<file path="src/rtl/rle_vli_encoder.sv">
// JPEG run-length / VLI symbol builder: one zigzag coefficient in, (run, size, bits) symbols out.
// ZRL and EOB symbols are inserted following baseline JPEG rules.
module rle_vli_encoder #(
  parameter int BLOCK_LEN = 64
) (
  input  logic        clock,
  input  logic        reset,
  input  logic        in_valid,
  output logic        in_ready,
  input  logic [11:0] in_coef,
  output logic        out_valid,
  input  logic        out_ready,
  output logic [3:0]  out_run,
  output logic [3:0]  out_size,
  output logic [10:0] out_bits,
  output logic        out_is_dc,
  output logic        out_last
);

  localparam int IW = $clog2(BLOCK_LEN);
  localparam logic [IW-1:0] LAST_IDX = IW'(BLOCK_LEN - 1);

  typedef enum logic {S_RUN, S_ZRL} state_t;

  state_t          state;
  logic [IW-1:0]   idx;
  logic [IW-1:0]   run;
  logic [IW-1:0]   zrl_pend;
  logic [3:0]      lat_run;
  logic [3:0]      lat_size;
  logic [10:0]     lat_bits;
  logic            lat_last;

  logic            slot_free;
  logic            accept;
  logic            is_last;
  logic            coef_zero;
  logic [11:0]     sat;
  logic [11:0]     adj;
  logic [10:0]     mag;
  logic [10:0]     mask;
  logic [10:0]     vli_bits;
  logic [3:0]      vli_size;

  assign slot_free = !out_valid || out_ready;
  assign in_ready  = !reset && (state == S_RUN) && slot_free;
  assign accept    = in_valid && in_ready;
  assign is_last   = (idx == LAST_IDX);
  assign coef_zero = (in_coef == 12'd0);

  // -2048 has no 11-bit magnitude, so it is clamped to -2047 before sizing.
  always_comb begin
    sat = (in_coef == 12'h800) ? 12'h801 : in_coef;
    mag = sat[11] ? 11'(-sat) : sat[10:0];
    vli_size = 4'd0;
    for (int i = 0; i < 11; i++) begin
      if (mag[i]) vli_size = 4'(i + 1);
    end
    mask     = (11'd1 << vli_size) - 11'd1;
    adj      = sat - 12'd1;
    vli_bits = (sat[11] ? adj[10:0] : sat[10:0]) & mask;
  end

  always_ff @(posedge clock or posedge reset) begin
    if (reset) begin
      state     <= S_RUN;
      idx       <= '0;
      run       <= '0;
      zrl_pend  <= '0;
      lat_run   <= 4'd0;
      lat_size  <= 4'd0;
      lat_bits  <= 11'd0;
      lat_last  <= 1'b0;
      out_valid <= 1'b0;
      out_run   <= 4'd0;
      out_size  <= 4'd0;
      out_bits  <= 11'd0;
      out_is_dc <= 1'b0;
      out_last  <= 1'b0;
    end else begin
      if (out_valid && out_ready) out_valid <= 1'b0;
      case (state)
        S_RUN: begin
          if (accept) begin
            idx <= is_last ? '0 : idx + 1'b1;
            run <= '0;
            if (idx == '0) begin
              out_valid <= 1'b1; out_run <= 4'd0; out_size <= vli_size;
              out_bits <= vli_bits; out_is_dc <= 1'b1; out_last <= 1'b0;
            end else if (coef_zero) begin
              if (is_last) begin
                out_valid <= 1'b1; out_run <= 4'd0; out_size <= 4'd0;
                out_bits <= 11'd0; out_is_dc <= 1'b0; out_last <= 1'b1;
              end else begin
                run <= run + 1'b1;
              end
            end else if (run < 16) begin
              out_valid <= 1'b1; out_run <= run[3:0]; out_size <= vli_size;
              out_bits <= vli_bits; out_is_dc <= 1'b0; out_last <= is_last;
            end else begin
              // First ZRL leaves on the accepting edge; the rest drain in S_ZRL.
              out_valid <= 1'b1; out_run <= 4'd15; out_size <= 4'd0;
              out_bits <= 11'd0; out_is_dc <= 1'b0; out_last <= 1'b0;
              zrl_pend  <= (run >> 4) - 1'b1;
              lat_run   <= run[3:0];
              lat_size  <= vli_size;
              lat_bits  <= vli_bits;
              lat_last  <= is_last;
              state     <= S_ZRL;
            end
          end
        end
        S_ZRL: begin
          if (slot_free) begin
            out_valid <= 1'b1;
            out_is_dc <= 1'b0;
            if (zrl_pend != '0) begin
              out_run <= 4'd15; out_size <= 4'd0; out_bits <= 11'd0; out_last <= 1'b0;
              zrl_pend <= zrl_pend - 1'b1;
            end else begin
              out_run <= lat_run; out_size <= lat_size; out_bits <= lat_bits; out_last <= lat_last;
              state <= S_RUN;
            end
          end
        end
        default: state <= S_RUN;
      endcase
    end
  end

endmodule

</file>
<file path="config.mk">
export PLATFORM = sky130hd
export DESIGN_NAME = rle_vli_encoder
export DESIGN_NICKNAME = d
export VERILOG_FILES = /design/src/rtl/rle_vli_encoder.sv
export SDC_FILE = /design/constraint.sdc
export NUM_CORES = 1
export LEC_CHECK = 0
export BUFFER_PORTS_ARGS = -buffer_cell sky130_fd_sc_hd__buf_4
export CELL_PAD_IN_SITES_DETAIL_PLACEMENT = 1
export CELL_PAD_IN_SITES_GLOBAL_PLACEMENT = 1
export CORE_MARGIN = 5
export CORE_UTILIZATION = 45
export DETAILED_ROUTE_END_ITERATION = 8
export HOLD_SLACK_MARGIN = 0.06
export PLACE_DENSITY_LB_ADDON = 0.1
export SYNTH_ARGS = -nofsm -noshare
export SYNTH_HDL_FRONTEND = slang
export SYNTH_SLANG_ARGS = --single-unit
export TNS_END_PERCENT = 5
</file>
<file path="constraint.sdc">
create_clock -name clock -period 3 [get_ports clock]
set_clock_uncertainty 0.15 [all_clocks]
set_input_delay 0.9 -clock clock [delete_from_list [all_inputs] [get_ports clock]]
set_output_delay 0.9 -clock clock [all_outputs]
set_load 0.01 [all_outputs]
</file>
Word-level counts from Yosys, hierarchy flattened. Index checks and enable logic that the tools add are counted.

Logic and storage cells: 127. Register bits: 61. Input bits: 16. Output and inout bits: 23.

Shift-type cells: 1. Muxes and demuxes: 76. $lt $le $gt $ge: 1. Equal/unequal tests: 9. Add/sub/neg operators: 7. Bitwise gates (word level): 5. Reductions and logical operators: 14.

Operators by type and width (number): $mux W11 (9); $mux W4 (22); $mux W6 (10); $mux W1 (25); $pmux W11 S2 (1); $sub A11 B1 Y11 const B (2); $pmux W4 S2 (2); $add A6 B1 Y6 const B (2); $eq A12 B12 Y1 const B (1); $logic_not A12 Y1 (1); $mux W12 (1); $pmux W6 S2 (1); $and A11 B11 Y11 (1); $neg A11 Y11 (1); $shl A1 B4 Y11 const A (1); $ne A2 B2 Y1 const B (4); $pmux W1 S2 (4); $eq A6 B6 Y1 const B (1); $logic_not A6 Y1 (1); $lt A6 B5 Y1 const B (1); $reduce_and A6 Y1 (1); $reduce_bool A6 Y1 (1); $sub A6 B1 Y6 const B (1); $reduce_and A5 Y1 (1); other kinds (10) (18).

Longest topological paths before layout. Gate-level depths: netlist (run 1).

Depth after elaboration: 23. Mapped depth: 22. Depth with buffers taken out: 19.

Least setup slack after synthesis (run 1). No wires, ideal clock.

Path type: in2reg. From: in in_coef[5]. To: reg out_bits[10]. Buffers on the path: 5. Setup slack: -1.593 ns. Setup time: 0.135 ns. Data required time: 2.715 ns. Arrival: 4.308 ns. Stages: 20. Cell sequence: buf_4 nor4_4 buf_6 nand2_1 nor3_1 a21oi_1 ha_1 buf_2 a211o_1 a211o_1 a21boi_2 buf_6 and3_1 nand2_1 ha_1 buf_2 o221ai_1 a31oi_1 a22oi_1 o21ai_0.

Cells in the longest elaborated chain, start to end: 23. Elaborated cells between the ends (all ways): 28. Classes of those cells: 3 x add/sub; 2 x eq/ne; 1 x shift; 19 x mux; 1 x bitwise; 2 x reduce/logical.

Ends and longest elaborated chain: from (decl) (RTL line 10) `input logic [11:0] in_coef,`; $eq A12 B12 Y1 (RTL line 53) `sat = (in_coef == 12'h800) ? 12'h801 : in_coef;`; $mux W12 (RTL line 53); $neg A11 Y11 (RTL line 54) `mag = sat[11] ? 11'(-sat) : sat[10:0];`; $mux W11 (RTL line 54); $mux W1 (RTL line 57) `if (mag[i]) vli_size = 4'(i + 1);`; $mux W2 (RTL line 57); $mux W4 (9 in series) (RTL line 57); $shl A1 B4 Y11 (RTL line 59) `mask = (11'd1 << vli_size) - 11'd1;`; $sub A11 B1 Y11 (RTL line 59); $and A11 B11 Y11 (RTL line 61) `vli_bits = (sat[11] ? adj[10:0] : sat[10:0]) & mask;`; $mux W11 (RTL line 97) `end else if (run < 16) begin`; $mux W11 (RTL line 90) `end else if (coef_zero) begin`; $mux W11 (RTL line 87) `if (idx == '0) begin`; $mux W11 (RTL line 84) `if (accept) begin`; $pmux W11 S2 (RTL line 82) `case (state)`; to (signal assigned) (RTL line 121) `out_run <= lat_run; out_size <= lat_size; out_bits <= lat_bits; out_last <= lat_last;`; to (decl) (RTL line 15) `output logic [10:0] out_bits,`.

Several ways; a longest one is shown, not always the timed one. The select of a mux whose other input is x is not followed. A chain may end at the register's enable or synchronous reset.

Worst setup path after layout (run 1).
From: in in_coef[7]. To: reg out_bits[8].

The elaborated chain is that of the path after synthesis.

==> summary.txt, run 1 <==
Job
  – Max cap viols: 0

Floorplanning
  – Starting utilization of the core area: between 40 and 50%
  – Horiz. Die Dim: between 100 and 150 um
  – Ports: 39
  – Placeable core region: around 8700 um2
  – Die extent in y: 104.5 um
  – Row count: 34
  – Full die area: ~11000 um2

Logic synthesis
  – Number of enable flip-flop cells after synthesis: 0
  – Asr flop ratio synth: between 90% and 100%
  – Average size of a mapped cell: approximately 8.5 um2
  – Biggest area contributors in the synthesized netlist: sky130_fd_sc_hd__dfrtp_1, sky130_fd_sc_hd__nand2_1, sky130_fd_sc_hd__o21ai_0, sky130_fd_sc_hd__a21oi_1, sky130_fd_sc_hd__nor2_1
  – Mapped Nets: 499
  – Cell accounting for the most synthesized area: sky130_fd_sc_hd__dfrtp_1
  – Share of Yosys cell area claimed by the top area cell type: a little under two fifths
  – Top_reg_cell synth: sky130_fd_sc_hd__dfrtp_1
  – Post-synth cell types: 73
  – Post-synthesis instance area: ~4000 um2
  – Post-Synthesis Cells: around 480
  – Yosys reg bits: around 60
  – Sequential element share of the synthesized area: about 38%
  – YS warnings: 0

Global routing
  – Largest net degree at the start of global routing: 38
  – Number of global-route vias before repair: 4459
  – Global-route usage over all layers: between 20% and 30%
  – Initial antenna violation count: 0
  – Congestion Overflow GR: 0
  – First-pass GRT wire length: ~23 mm

Worst setup path
  – Worst Path Arrival: roughly 4.2 ns
  – Launching element of the worst setup path: in_coef[7]
  – Reg-to-Reg Start: idx[1]
  – Sort of element at the start of the critical path: primary input
  – Reg-to-reg slack, setup: around 0.44 ns
  – Setup Crit Path Kind: in2reg
  – Maximum fanout count along the critical path: 5
  – Worst R2R End: lat_bits[4]
  – Setup crit end kind: register
  – Depth of the worst register-to-register path: 9
  – Data required time of the critical path: just over 3 ns
  – Crit path capture: out_bits[8]

Timing
  – Max_slew headroom: ~53%
  – RSZ-0062 raised after global routing: yes
  – Period Utilization, post-route: 135.9%
  – Highest clock frequency the design can meet: between 200 and 250 MHz
  – Setup violations, final: 32
  – Final-layout worst hold slack: ~0.33 ns
  – Final hold vios: 0
  – Worst-case setup margin in the final layout: -1.076 ns
  – Slew Viols, Final: 0
  – Final critical delay including setup and external delays: 4.076 ns
  – Slew of the pin with the lowest slew margin: ~0.71 ns

Place
  – Number of buffers inserted by port buffering: 38
  – Total placed cells including tap cells: about 670
  – Half-perimeter wire length after detailed placement: between 9 and 10 mm
  – Final Wtd Congestion: roughly 0.87
  – Post-placement cell area: ~5000 um2
  – Pre-CTS WS: -1.539 ns

Clocking
  – Clock slew seen by the registers of the worst setup and hold paths: roughly 0.07 ns
  – Worst-skew pair later-pin latency: about 0.34 ns
  – Number of clock sinks: 61
  – Root Buffer: sky130_fd_sc_hd__clkbuf_8
  – Total CTS buffers: 9
  – Clock tree from TritonCTS: done
  – Longest Clk Path Bufs: 2
  – # H-tree levels: 3
  – CTS Hold Bufs: 0

Routing
  – Number of remaining DRC errors: 0
  – Total vias in the final route: 4164
  – Routed met3 length: approximately 500 um
  – Wire length on met2: 7.429 mm
  – Starting DRC count in detailed routing: 230
  – Highest routed metal layer: met4
  – Met1 Routed Length: around 5.6 mm
  – Final routed wire length divided by cell count: between 15 and 20 um
  – First-pass iteration count of the detailed router: 4
  – Total detailed-routing wirelength: 13.97 mm
  – Post-DR vias/cell: just under 6
  – ANT nets after route: 0

Cells and area
  – Ratio of cells with drive above 1 in the final layout: between 30% and 40%
  – Count of placed standard cells in the final layout, fillers left out: between 700 and 800
  – Most used cells in the layout excluding fill and tap cells: sky130_fd_sc_hd__buf_4, sky130_fd_sc_hd__nand2_1, sky130_fd_sc_hd__dfrtp_1
  – Antenna fix cells: 0
  – Signed area change from the synthesized netlist to the final layout: 37.11%
  – Post-route standard cell area excluding fillers: between 5000 and 6000 um2
  – Most common cell after layout, fill and taps aside: sky130_fd_sc_hd__buf_4
  – Final nets: ~610

Power and ir drop
  – Maximum vdd ir drop: ~360 uV
  – Power after layout: approximately 0.0039 W
  – Static leakage: 2.521 nW
  – Power per cell area: 700.4 nW/um2

Run status
  – Violated checks: setup timing
  – Run status: finished, violations left

Hold path
  – Worst Hold Path Cells: 2
  – Worst hold path class: reg2reg
==> per-stage QoR <==
step | util, % | setup TNS, ns
3_5_place_dp | 56.87 | -33.30
5_1_grt | 63.24 | -21.49
4_1_cts | 62.21 | -16.87
2_1_floorplan | - | -25.29
6_report | 63.24 | -17.55
3_3_place_gp | 56.87 | -29.43
==> synth_stat cells (2+ instances only) <==
library cell,n
sky130_fd_sc_hd__o311a_1,2
sky130_fd_sc_hd__nand4_1,5
sky130_fd_sc_hd__o211ai_2,3
sky130_fd_sc_hd__buf_6,4
sky130_fd_sc_hd__ha_1,7
sky130_fd_sc_hd__nor2_1,30
sky130_fd_sc_hd__a211o_1,2
sky130_fd_sc_hd__and3_1,7
sky130_fd_sc_hd__a41oi_1,3
sky130_fd_sc_hd__buf_2,14
sky130_fd_sc_hd__a21boi_2,3
sky130_fd_sc_hd__nor3_1,12
sky130_fd_sc_hd__nand2b_1,5
sky130_fd_sc_hd__o311ai_0,2
sky130_fd_sc_hd__clkbuf_1,11
sky130_fd_sc_hd__xnor2_1,9
sky130_fd_sc_hd__nand3_1,8
sky130_fd_sc_hd__o31ai_1,2
sky130_fd_sc_hd__and2_1,2
sky130_fd_sc_hd__a22o_1,2
sky130_fd_sc_hd__mux2_2,6
sky130_fd_sc_hd__a31oi_1,7
sky130_fd_sc_hd__nand2_1,97
sky130_fd_sc_hd__inv_1,15
sky130_fd_sc_hd__o211a_1,2
sky130_fd_sc_hd__a21o_1,7
sky130_fd_sc_hd__nor2b_1,9
sky130_fd_sc_hd__a2bb2oi_1,3
sky130_fd_sc_hd__dfrtp_1,61
sky130_fd_sc_hd__or3_1,5
sky130_fd_sc_hd__a21boi_0,2
sky130_fd_sc_hd__mux2i_1,3
sky130_fd_sc_hd__xor2_1,8
sky130_fd_sc_hd__o21ai_1,7
sky130_fd_sc_hd__nor4_1,2
sky130_fd_sc_hd__a21oi_1,25
sky130_fd_sc_hd__a22oi_1,13
sky130_fd_sc_hd__o21ai_0,34
sky130_fd_sc_hd__or2_2,2
sky130_fd_sc_hd__o211ai_1,2
==> routing by layer <==
| metal | global-route usage, % | vias to the layer above |
|---|---|---|
| li1 | - | 1924 |
| met1 | 29.15 | 2101 |
| met2 | 45.48 | 102 |
| met3 | 4.254 | 37 |
| met4 | 9.806 | 0 |
| met5 | 0 | - |
==> state kept, by name (all words and copies together), names as in the netlist, 6 cells and up <==
| signal | count |
|---|---|
| zrl_pend | 6 |
| out_bits | 11 |
| idx | 6 |
| run | 6 |
| lat_bits | 11 |
==> critical path: stages <==
cell	delay (ns)
sky130_fd_sc_hd__buf_6	0.09
sky130_fd_sc_hd__or4_4	0.55
sky130_fd_sc_hd__nor3_4	0.17
sky130_fd_sc_hd__a21oi_2	0.08
sky130_fd_sc_hd__ha_2	0.19
sky130_fd_sc_hd__and2_4	0.14
sky130_fd_sc_hd__a221o_1	0.39
sky130_fd_sc_hd__a21oi_2	0.22
sky130_fd_sc_hd__a21oi_2	0.09
sky130_fd_sc_hd__or2_4	0.25
sky130_fd_sc_hd__nand2_4	0.07
sky130_fd_sc_hd__ha_4	0.17
sky130_fd_sc_hd__inv_4	0.06
sky130_fd_sc_hd__nor4b_4	0.31
sky130_fd_sc_hd__a2bb2oi_2	0.08
sky130_fd_sc_hd__nor2_1	0.12
sky130_fd_sc_hd__o21ai_2	0.07
sky130_fd_sc_hd__o31ai_1	0.21
==> logic make-up (layout without fill, tap and decap cells) <==
kind of cell	Yosys count	count (layout)	share of synthesized area (%)
DFF	61	61	37.95
xor gates and xnor gates	18	18	4.106
AOI/OAI and AO/OA	139	139	24.51
adders and majority gates	7	7	2.177
and+or+nand+nor	197	197	23.36
muxes	9	9	2.426
buffers and inverters	45	164	5.474
==> worst min-delay path by stage <==
stage	endpoint	slack [ns]	from
finish	lat_bits[5]	0.33	lat_bits[5]
global route	lat_bits[5]	0.36	lat_bits[5]
CTS	lat_run[1]	0.33	lat_run[1]
detailed placement	lat_run[1]	0.31	lat_run[1]
global placement	lat_run[2]	0.30	lat_run[2]
floorplan	lat_bits[7]	0.29	lat_bits[7]
==> where the power goes <==
part / switching, W / internal, W / leakage [nW]
Combinational: 0.000940 / 0.000782 / 1.64
Sequential: 0.000229 / 0.00112 / 0.778
Clock: 0.000358 / 0.000429 / 0.102
==> layout make-up <==
class                           count  area, um2
Tap cell                          108      135.1
Clock buffer                       11      151.4
Sequential cell                    61       1526
Clock inverter                      5      58.81
Fill cell                        1003       3206
Multi-Input combinational cell    370       2485
Timing Repair Buffer              133       1100
Inverter                           15      58.81
==> what timing repair did <==
| item | in CTS | in global routing |
|---|---|---|
| endpoints found under the setup margin | 33 | 41 |
| gates resized for setup | 41 | 18 |
| gates cloned | 0 | 1 |
| setup buffers | 13 | 2 |
| pin swaps | 32 | 15 |
Power figures use the tool's default switching activity.
==> run 2, diff against run 1 <==
--- a/config.mk
+++ b/config.mk
@@ -6,6 +6,7 @@
 export NUM_CORES = 1
 export LEC_CHECK = 0
 export BUFFER_PORTS_ARGS = -buffer_cell sky130_fd_sc_hd__buf_4
+export CAP_MARGIN = 40
 export CELL_PAD_IN_SITES_DETAIL_PLACEMENT = 1
 export CELL_PAD_IN_SITES_GLOBAL_PLACEMENT = 1
 export CORE_MARGIN = 5
@@ -13,6 +14,7 @@
 export DETAILED_ROUTE_END_ITERATION = 8
 export HOLD_SLACK_MARGIN = 0.06
 export PLACE_DENSITY_LB_ADDON = 0.1
+export SETUP_SLACK_MARGIN = 0.1
 export SYNTH_ARGS = -nofsm -noshare
 export SYNTH_HDL_FRONTEND = slang
 export SYNTH_SLANG_ARGS = --single-unit
==> run 2 against run 1 <==
  * The flow still finishes with violations (setup timing)
  * Design area unchanged
  * Non-clock buffer count down 2
  * Utilization unchanged
  * Cell count down 0.43%
  * Register-to-register slack better by 0.09 ns
  * Power up 1.1%
  * Sequential share of layout area unchanged
  * First-iteration DRC count down 25%
  * Sequential cell count unchanged
  * Die area unchanged
  * Critical endpoint is now out_bits[10]
  * Largest power group unchanged
==> summary.txt, run 2 (synthesis gave the netlist of run 1 again) <==
Routing
  – Starting DRC count in detailed routing: 173 (-25%)
  – Total vias in the final route: 4096 (-1.6%)
  – Number of remaining DRC errors: 0 (unchanged)
  – ANT nets after route: 0 (unchanged)
  – Final routed wire length divided by cell count: 19.98 um (+0.58%)
  – First-pass iteration count of the detailed router: 4 (unchanged)
  – Total detailed-routing wirelength: 13.99 mm (+0.15%)
  – Post-DR vias/cell: 5.851 (-1.2%)

Floorplanning
  – Starting utilization of the core area: 46.13% (unchanged)
  – Full die area: 10930 um2 (unchanged)
  – Horiz. Die Dim: 104.5 um (unchanged)
  – Row count: 34 (unchanged)
  – Ports: 39 (unchanged)
  – Die extent in y: 104.5 um (unchanged)
  – Placeable core region: 8721 um2 (unchanged)

Clocking
  – Clock tree from TritonCTS: done
  – Root Buffer: sky130_fd_sc_hd__clkbuf_8
  – # H-tree levels: 3 (unchanged)
  – Worst-skew pair later-pin latency: 0.34 ns (about the same)
  – Longest Clk Path Bufs: 2 (unchanged)
  – Total CTS buffers: 9 (unchanged)
  – Number of clock sinks: 61 (unchanged)
  – Clock slew seen by the registers of the worst setup and hold paths: 0.07 ns (about the same)

Worst setup path
  – Worst R2R End: lat_bits[4]
  – Sort of element at the start of the critical path: primary input
  – Data required time of the critical path: 3.12 ns (+0.03 ns)
  – Setup crit end kind: register
  – Reg-to-Reg Start: idx[1]
  – Reg-to-reg slack, setup: 0.53 ns (+0.09 ns)
  – Maximum fanout count along the critical path: 6 (+1)
  – Setup Crit Path Kind: in2reg
  – Launching element of the worst setup path: in_coef[7]
  – Depth of the worst register-to-register path: 10 (+1)
  – Worst Path Arrival: 4.22 ns (+0.06 ns)
  – Crit path capture: out_bits[10]

Power and ir drop
  – Power after layout: 0.003907 W (+1.1%)
  – Maximum vdd ir drop: 341.8 uV (-3.8%)
  – Power per cell area: 708.4 nW/um2 (+1.1%)
  – Static leakage: 2.509 nW (-0.50%)

Cells and area
  – Fill count: 1009 (+0.60%)
  – Total area of sequential cells: 1526 um2 (unchanged)
  – Signed area change from the synthesized netlist to the final layout: 37.11% (unchanged)
  – Most used cells in the layout excluding fill and tap cells: sky130_fd_sc_hd__buf_4, sky130_fd_sc_hd__nand2_1, sky130_fd_sc_hd__dfrtp_1
  – Utilization of the core after routing: 63.24% (unchanged)
  – Biggest regs: lat_bits (11), out_bits (11)
  – Post-route standard cell area excluding fillers: 5515 um2 (unchanged)
  – Ratio of cells with drive above 1 in the final layout: 35.98% (-0.83 points)
  – Final nets: 611 (-0.33%)
  – Most common cell after layout, fill and taps aside: sky130_fd_sc_hd__buf_4
  – Combined area of the multi-input logic cells: 2484 um2 (about the same)
  – Antenna fix cells: 0 (unchanged)

Timing
  – Final critical delay including setup and external delays: 4.104 ns (+0.02756 ns)
  – Setup violations, final: 33 (+3.1%)
  – Period Utilization, post-route: 136.8% (+0.92 points)
  – Slew Viols, Final: 0 (unchanged)
  – Final hold vios: 0 (unchanged)
  – Worst-case setup margin in the final layout: -1.104 ns (-0.02756 ns)
  – Highest clock frequency the design can meet: 243.7 MHz (-0.67%)
  – Max_slew headroom: 63.21% (+11 points)
  – RSZ-0062 raised after global routing: yes
  – Slew of the pin with the lowest slew margin: 0.5510 ns (-0.1547 ns)

Global routing
  – Number of global-route vias before repair: 4347 (-2.5%)
  – Initial antenna violation count: 0 (unchanged)
  – Congestion Overflow GR: 0 (unchanged)
  – Global-route usage over all layers: 24.68% (-0.36 points)
  – Largest net degree at the start of global routing: 38 (unchanged)
  – First-pass GRT wire length: 22.22 mm (-1.5%)

Run status
  – Violated checks: setup timing
  – Run status: finished, violations left

Place
  – Final Wtd Congestion: 0.9058 (+3.6%)
  – Post-placement cell area: 4975 um2 (+0.30%)
  – Pre-CTS WS: -1.456 ns (+0.08358 ns)
  – Number of buffers inserted by port buffering: 38 (unchanged)
  – Half-perimeter wire length after detailed placement: 9.457 mm (+3.1%)

Hold path
  – Worst hold path class: reg2reg

Job
  – Max cap viols: 0 (unchanged)
-- run 2: worst min-delay path by stage --
stage                       from            to  slack, ns  cells past startpoint
floorplan            lat_bits[7]   lat_bits[7]       0.29                      2
global placement     lat_bits[7]   lat_bits[7]       0.30                      2
detailed placement  lat_bits[10]  lat_bits[10]       0.32                      2
CTS                   lat_run[3]    lat_run[3]       0.33                      2
global route         lat_bits[9]   lat_bits[9]       0.35                      2
finish                lat_run[3]    lat_run[3]       0.33                      2
-- run 2: where the power goes --
part / leakage, nW / switching (W) / internal (W)
sequential: 0.778 / 0.000229 / 0.00112
combinational: 1.62 / 0.000935 / 0.000778
clock: 0.113 / 0.000329 / 0.000511
-- run 2: layout make-up --
type / count / area share [%]
Multi-Input combinational cell: 370 / 45.03
Clock inverter: 3 / 1.248
Tap cell: 108 / 2.450
Clock buffer: 12 / 2.813
Sequential cell: 61 / 27.68
Inverter: 15 / 1.066
Timing Repair Buffer: 131 / 19.71
-- run 2: per-layer routing --
metal  vias to the layer above  share of wire, %  GRT usage (%)
met5                         -                 0              0
met4                         0               3.0          6.660
met3                        32               3.1          4.069
met2                        91                53          45.43
met1                      2061                41          29.56
li1                       1912                 -              -
-- run 2: critical path, cell delays in order --
cell	delay, ns
sky130_fd_sc_hd__buf_6	0.09
sky130_fd_sc_hd__or4_4	0.55
sky130_fd_sc_hd__nor3_4	0.16
sky130_fd_sc_hd__a21oi_2	0.08
sky130_fd_sc_hd__ha_2	0.33
sky130_fd_sc_hd__nor2b_1	0.05
sky130_fd_sc_hd__o21ai_0	0.17
sky130_fd_sc_hd__o211ai_1	0.16
sky130_fd_sc_hd__o211ai_2	0.21
sky130_fd_sc_hd__a21oi_2	0.09
sky130_fd_sc_hd__or2_4	0.25
sky130_fd_sc_hd__nand2_4	0.07
sky130_fd_sc_hd__ha_4	0.16
sky130_fd_sc_hd__buf_6	0.13
sky130_fd_sc_hd__a21oi_2	0.06
sky130_fd_sc_hd__a31oi_1	0.21
sky130_fd_sc_hd__o221ai_2	0.13
sky130_fd_sc_hd__a31oi_2	0.18
sky130_fd_sc_hd__a22oi_1	0.10
sky130_fd_sc_hd__o21ai_1	0.13
-- run 2: timing repair --
item	CTS	global route
resized for setup	34	18
hold buffers	0	0
buffers inserted	12	2
cloned	0	0
hold endpoints to repair	0	0
pin swaps	34	19
setup endpoints to repair	34	48
-- run 2: metrics by stage --
stage	hold slack, ns	std cells	TNS (ns)
floorplan	0.2891	476	-25.10
detailed placement	0.3178	671	-31.36
global route	0.3522	700	-20.50
CTS	0.3343	698	-16.66
global placement	0.3003	671	-27.35
finish	0.3292	700	-17.19
